`config.mk`:
```
export PLATFORM = sky130hd
export DESIGN_NAME = mem_req_arbiter
export DESIGN_NICKNAME = d
export VERILOG_FILES = /design/src/rtl/mem_req_arbiter.sv
export SDC_FILE = /design/constraint.sdc
export NUM_CORES = 1
export LEC_CHECK = 0
export CELL_PAD_IN_SITES_DETAIL_PLACEMENT = 1
export CELL_PAD_IN_SITES_GLOBAL_PLACEMENT = 2
export CORE_MARGIN = 1
export CORE_UTILIZATION = 26
export CTS_CLUSTER_DIAMETER = 150
export DETAILED_ROUTE_END_ITERATION = 16
export PLACE_DENSITY = 0.79
export SYNTH_ARGS = -nofsm -noshare
export SYNTH_HDL_FRONTEND = slang
export SYNTH_SLANG_ARGS = --single-unit
```
`constraint.sdc`:
```
create_clock -name i_clkRAM -period 1.85 [get_ports i_clkRAM]
set_input_delay 0.37 -clock i_clkRAM [delete_from_list [all_inputs] [get_ports i_clkRAM]]
set_output_delay 0.37 -clock i_clkRAM [all_outputs]
set_load 0.02 [all_outputs]
```
`src/rtl/mem_req_arbiter.sv`:
```
// Two-port request arbiter in front of the PSRAM controller: port A (CPU, rd/wr), port B (VIC, rd only).
// Optional macro ARB_ROUND_ROBIN_EN selects round-robin arbitration; otherwise B has fixed priority over A.
module mem_req_arbiter #(
  parameter int ADDR_WIDTH      = 24,
  parameter int DATA_WIDTH      = 8,
  parameter int WATCHDOG_CYCLES = 64
) (
  input  logic                  i_clkRAM,
  input  logic                  reset,
  input  logic                  i_a_req,
  input  logic                  i_a_write,
  input  logic [ADDR_WIDTH-1:0] i_a_address,
  input  logic [DATA_WIDTH-1:0] i_a_data,
  output logic                  o_a_ack,
  output logic [DATA_WIDTH-1:0] o_a_data,
  input  logic                  i_b_req,
  input  logic [ADDR_WIDTH-1:0] i_b_address,
  output logic                  o_b_ack,
  output logic [DATA_WIDTH-1:0] o_b_data,
  output logic                  o_mem_cs,
  output logic                  o_mem_write,
  output logic [ADDR_WIDTH-1:0] o_mem_address,
  output logic [DATA_WIDTH-1:0] o_mem_data,
  input  logic                  i_mem_busy,
  input  logic                  i_mem_dataReady,
  input  logic [DATA_WIDTH-1:0] i_mem_data,
  output logic                  o_err
);

  localparam int WD_W = $clog2(WATCHDOG_CYCLES + 1);

  typedef enum logic [2:0] {
    IDLE,
    ISSUE,
    WAIT_START,
    WAIT_DONE,
    RESPOND
  } state_t;

  state_t                state_q, state_d;
  logic                  grant_b_q, grant_b_d;
  logic                  cs_q, cs_d;
  logic                  write_q, write_d;
  logic [ADDR_WIDTH-1:0] addr_q, addr_d;
  logic [DATA_WIDTH-1:0] wdata_q, wdata_d;
  logic [DATA_WIDTH-1:0] a_data_q, a_data_d;
  logic [DATA_WIDTH-1:0] b_data_q, b_data_d;
  logic                  a_ack_q, a_ack_d;
  logic                  b_ack_q, b_ack_d;
  logic                  err_q, err_d;
  logic                  got_q, got_d;
  logic [WD_W-1:0]       wd_q, wd_d;

  logic issue_go;
  logic pick_b;
  logic wd_done;
  logic to_respond;

  assign issue_go = (state_q == IDLE) && !i_mem_busy && (i_a_req || i_b_req);
  assign wd_done  = (wd_q == WD_W'(WATCHDOG_CYCLES - 1));

`ifdef ARB_ROUND_ROBIN_EN
  // rr_q names the port preferred on the next conflict; it flips on every grant.
  logic rr_q, rr_d;

  assign pick_b = i_b_req && (!i_a_req || rr_q);
  assign rr_d   = rr_q ^ issue_go;

  always_ff @(posedge i_clkRAM or negedge reset) begin
    if (!reset) begin
      rr_q <= 1'b0;
    end else begin
      rr_q <= rr_d;
    end
  end
`else
  assign pick_b = i_b_req;
`endif

  always_comb begin
    state_d    = state_q;
    grant_b_d  = grant_b_q;
    cs_d       = 1'b1;
    write_d    = write_q;
    addr_d     = addr_q;
    wdata_d    = wdata_q;
    a_data_d   = a_data_q;
    b_data_d   = b_data_q;
    a_ack_d    = 1'b0;
    b_ack_d    = 1'b0;
    err_d      = err_q;
    got_d      = got_q;
    wd_d       = wd_q;
    to_respond = 1'b0;

    case (state_q)
      IDLE: begin
        if (issue_go) begin
          grant_b_d = pick_b;
          cs_d      = 1'b0;
          state_d   = ISSUE;
          if (pick_b) begin
            write_d = 1'b0;
            addr_d  = i_b_address;
            wdata_d = '0;
          end else begin
            write_d = i_a_write;
            addr_d  = i_a_address;
            wdata_d = i_a_data;
          end
        end
      end

      ISSUE: begin
        state_d = WAIT_START;
        wd_d    = '0;
      end

      WAIT_START: begin
        if (i_mem_busy) begin
          state_d = WAIT_DONE;
          wd_d    = '0;
          got_d   = 1'b0;
        end else if (wd_done) begin
          err_d      = 1'b1;
          to_respond = 1'b1;
        end else begin
          wd_d = wd_q + WD_W'(1);
        end
      end

      WAIT_DONE: begin
        if (!write_q && i_mem_dataReady) begin
          got_d = 1'b1;
          if (grant_b_q) begin
            b_data_d = i_mem_data;
          end else begin
            a_data_d = i_mem_data;
          end
        end
        // A read that finishes without ever presenting data counts as an abort.
        if (!i_mem_busy) begin
          to_respond = 1'b1;
          if (!write_q && !got_q && !i_mem_dataReady) begin
            err_d = 1'b1;
          end
        end else if (wd_done) begin
          err_d      = 1'b1;
          to_respond = 1'b1;
        end else begin
          wd_d = wd_q + WD_W'(1);
        end
      end

      RESPOND: begin
        state_d = IDLE;
      end

      default: begin
        state_d = IDLE;
      end
    endcase

    if (to_respond) begin
      state_d = RESPOND;
      a_ack_d = !grant_b_q;
      b_ack_d = grant_b_q;
    end
  end

  always_ff @(posedge i_clkRAM or negedge reset) begin
    if (!reset) begin
      state_q   <= IDLE;
      grant_b_q <= 1'b0;
      cs_q      <= 1'b1;
      write_q   <= 1'b0;
      addr_q    <= '0;
      wdata_q   <= '0;
      a_data_q  <= '0;
      b_data_q  <= '0;
      a_ack_q   <= 1'b0;
      b_ack_q   <= 1'b0;
      err_q     <= 1'b0;
      got_q     <= 1'b0;
      wd_q      <= '0;
    end else begin
      state_q   <= state_d;
      grant_b_q <= grant_b_d;
      cs_q      <= cs_d;
      write_q   <= write_d;
      addr_q    <= addr_d;
      wdata_q   <= wdata_d;
      a_data_q  <= a_data_d;
      b_data_q  <= b_data_d;
      a_ack_q   <= a_ack_d;
      b_ack_q   <= b_ack_d;
      err_q     <= err_d;
      got_q     <= got_d;
      wd_q      <= wd_d;
    end
  end

  assign o_mem_cs      = cs_q;
  assign o_mem_write   = write_q;
  assign o_mem_address = addr_q;
  assign o_mem_data    = wdata_q;
  assign o_a_ack       = a_ack_q;
  assign o_b_ack       = b_ack_q;
  assign o_a_data      = a_data_q;
  assign o_b_data      = b_data_q;
  assign o_err         = err_q;

endmodule

```
==> results.md <==
- Summing over every cut layer, the via total after detailed routing is approximately 2500.
- The final RePlAce weighted congestion is around 0.74.
- Yosys mapped the design onto 46 distinct sky130hd cell types.
- The critical path ends at o_mem_cs.
- In the post-synthesis netlist, the biggest area contributors are dfrtp_1 (54%), mux2i_1 (8.8%), nand2_1 (6.8%), mux2_1 (6.1%), o21ai_1 (4.4%).
- The required time reported for the critical path endpoint is 1.48 ns.
- The fraction of final layout cells sized beyond drive strength 1 is under 10%.
- In this design, the largest share of critical-path delay is due to buffers and inverters.
- On the final layout, the worst clock skew is roughly 0.0059 ns.
- The run finished with clean final reports.
- The number of antenna cells inserted is 0.
- Dividing total power by cell area gives a power density of roughly 1600 mW/mm^2.
- The most used flip-flop cell after synthesis is dfrtp_1.
- The maximum resistive drop on vdd is approximately 0.00062 V.
- The buffer depth of the longest clock path is 2.
- The reg-to-reg critical path endpoint is o_a_ack.
- The signal on the critical path passes through clkdlybuf4s50_1.
- Ranked by instance count, the synthesized netlist is headed by dfrtp_1 (64), nand2_1 (54), mux2i_1 (26), o21ai_1 (26), mux2_1 (16).
- For this run, the slowest stage of the critical path takes roughly 0.59 ns.
- The maximum number of pins on one net before global-route repair is 52.
- The H-tree was split into 3 levels.
- Based on the critical path, the design can be clocked at up to between 500 and 600 MHz.
- The hold violation total from the final report is 0.
- The first global-routing pass estimated approximately 13000 um of wire.
- In this run the vertical extent of the chip is between 100 and 150 um.
- The startpoint of the most critical register-to-register path is wd_q[0].
- After clock tree synthesis, the clock-pin slew on the worst setup and hold paths is ~0.050 ns.
- At the pin with the least slew margin, the transition time is between 0.5 and 0.6 ns.
- Counting I/O delays and the setup requirement, the final critical path takes ~1.8 ns.
- The cell type with the largest total area after synthesis is dfrtp_1.
- The via count of the first global-routing pass is 2600.
- In the routed layout, each cell is associated on average with a via count of approximately 4.5.
- After filler insertion, the fill cell instance count of the layout stands at roughly 1200.
- The number of buffers created by CTS is 9.
- By startpoint and endpoint, the worst setup path is classified as reg2out.
- In this run the register-to-register setup slack is between 0.1 and 0.15 ns.
- The total routed wirelength is 7840 um.
- The share of the Yosys chip area taken by registers is between 50% and 60%.
- Global routing used between 10 and 15% of the available tracks across all layers.
- The area growth from synthesis to layout is 58.72%.
- The per-cell routed wire length is between 10 and 15 um.
- The number of violations reported at the end of detailed-routing iteration 0 is 70.
- The leakage dissipation is roughly 2.1 nW.
- The net total in the final layout is approximately 470.
- The tool flagged a number of max-cap violations equal to 0.
- The total number of placement rows is 38.
- For this run, the share of the core covered by cells in the final layout is 42.93%.
- The die is roughly 110 um wide.
- The buffer cell driving the clock tree root is clkbuf_16.
- The count of final max-slew check failures was 0.
- The placeable core region is about 0.011 mm^2.
- The post-detailed-route DRC marker count is 0.
- The number of buffers inserted to repair setup after CTS is 0.
- The total global routing overflow is 0.
- The headroom to the max-slew limit is around two thirds.
- The count of nets left with antenna violations once routing finished came out at 0.
- TritonCTS built the clock tree.
- Setup repair after global routing left no endpoint under its margin.
- The net count after synthesis is between 300 and 400.
- The kind of capture point of the worst setup path is an output pin.
- The area share of the leading cell type in the synthesized netlist is between 50% and 60%.
- The class of the worst hold path is in2async.
- The number of port buffers is around 120.
- The synthesized design contains 65 register bits.
- Pin placement for this block handled around 120 I/O pins.
- The share of flip-flops with an asynchronous set or reset after synthesis is 100.0%.
- The final-report setup violation count is 0.
- The initial antenna violation count is 0.
- The synthesized netlist occupies a cell area of 0.002970 mm^2.
- The most common cell in the synthesized netlist is dfrtp_1.
- The critical path arrival is 1.41 ns.
- The most critical setup path has its startpoint at o_mem_cs.
- In this run the number of cells on the critical path is 1.
- The buffers plus inverters on the worst setup path is 1.
- The total negative slack for setup checks is 0 ns.
- The CTS sink count is 65.
- Detailed placement finished with a half-perimeter wire length of 5947 um.
- The synthesized instance count is around 270.
- The depth of the worst register-to-register path is 5.
- The critical-path maximum fanout is 1.
- The launching element type of the critical path is a register.
- Once the floorplan was initialized, standard cells occupied a little over a quarter of the core.
- For the worst-skew pair, the clock arrives at the later sink with an insertion delay of between 0.3 and 0.4 ns.
- The slowest stage of the critical path belongs to the cell clkdlybuf4s50_1.
- The number of enable flip-flop cells after synthesis is 0.
- Averaged over all synthesized cells, the footprint is about 11 um^2.
- The die covers around 0.012 mm^2.
- Before antenna repair, the detailed router went through 4 iterations.
- The Yosys warning count is 0.
- In the finished design, the share of the clock period the worst path needs comes to 96.47%.
[cell type report]
class                      instances  area [um^2]  area share, %
clock buffer                      13        250.2          5.308
clock inverter                     3        42.54         0.9023
inverter                           4        15.01         0.3185
multi-input combinational        182         1232          26.14
sequential                        65         1628          34.53
tap                              140        175.2          3.716
timing repair buffer             138         1371          29.09
[cell families (layout without fill, tap and decap cells)]
logic type	after synthesis	after routing	share of synthesized area, %
mux	42	42	14.83
compound gates	45	45	8.972
buf+inv	20	158	3.749
flops	65	65	54.80
simple gates	92	92	16.55
fa+ha+maj	2	2	0.8002
xor+xnor	1	1	0.2949
[timing repair]
action / in CTS / in global routing
hold buffers: 0 / 0
endpoints found under the setup margin: 0 / 4
gates resized for setup: 0 / 1
[through the flow]
step                total power [mW]  instances  worst slack [ns]  area [um^2]  hold slack [ns]
floorplan                      4.122        267            0.3248         2970          0.07441
global placement               5.727        529           0.02351         4420           0.3757
detailed placement             5.830        529          -0.02948         4420           0.3821
CTS                            7.547        545           0.04320         4713          0.02685
global route                   7.902        545           0.02083         4715          0.05715
finish                         7.410        545           0.06521         4715          0.02422
[power breakdown]
part	leakage, nW	switching [mW]	internal (mW)
combinational	1.15	1.71	1.64
sequential	0.822	0.379	2.03
clock	0.140	0.575	1.08
total	2.11	2.66	4.75
[worst reg2reg max path, stage by stage, from the launching register on]
cell	delay (ns)
dfrtp_1	0.41
ha_1	0.23
nand3_2	0.11
or3_4	0.46
maj3_2	0.36
nor3_2	0.10
[worst min-delay path by stage]
stage                     startpoint                 to  slack, ns  cells past startpoint
after floorplan                reset              got_q       0.07                      0
after global placement         reset   o_mem_address[4]       0.38                      1
after detailed placement       reset   o_mem_address[4]       0.38                      1
after CTS                      reset   o_mem_address[4]       0.03                      1
after global routing           reset  o_mem_address[11]       0.06                      1
final                          reset        o_b_data[5]       0.02                      1
[sequential cells by signal (all words and copies together), names as in the netlist]
signal and flops:
got_q 1, grant_b_q 1, o_a_ack 1, o_a_data 8, o_b_ack 1, o_b_data 8, o_err 1, o_mem_address 24
o_mem_cs 1, o_mem_data 8, o_mem_write 1, state_q 3, wd_q 7
[placed cells by master, fill, tap and decap left out, types with 6 or more instances in the layout]
cell and n:
buf_4 12, clkbuf_16 9, clkdlybuf4s50_1 121, dfrtp_1 64, mux2_1 16, mux2i_1 26
nand2_1 54, nand3b_1 10, nor2_1 6, o21ai_1 26
[per-layer routing]
| metal | GRT usage (%) | vias to the layer above | wire length (um) |
|---|---|---|---|
| li1 | - | 1197 | - |
| met1 | 17.14 | 1187 | 3474 |
| met2 | 24.17 | 83 | 3724 |
| met3 | 4.184 | 9 | 538 |
| met4 | 5.792 | 0 | 102 |
| met5 | 0 | - | 0 |
Power figures use the tool's default switching activity.
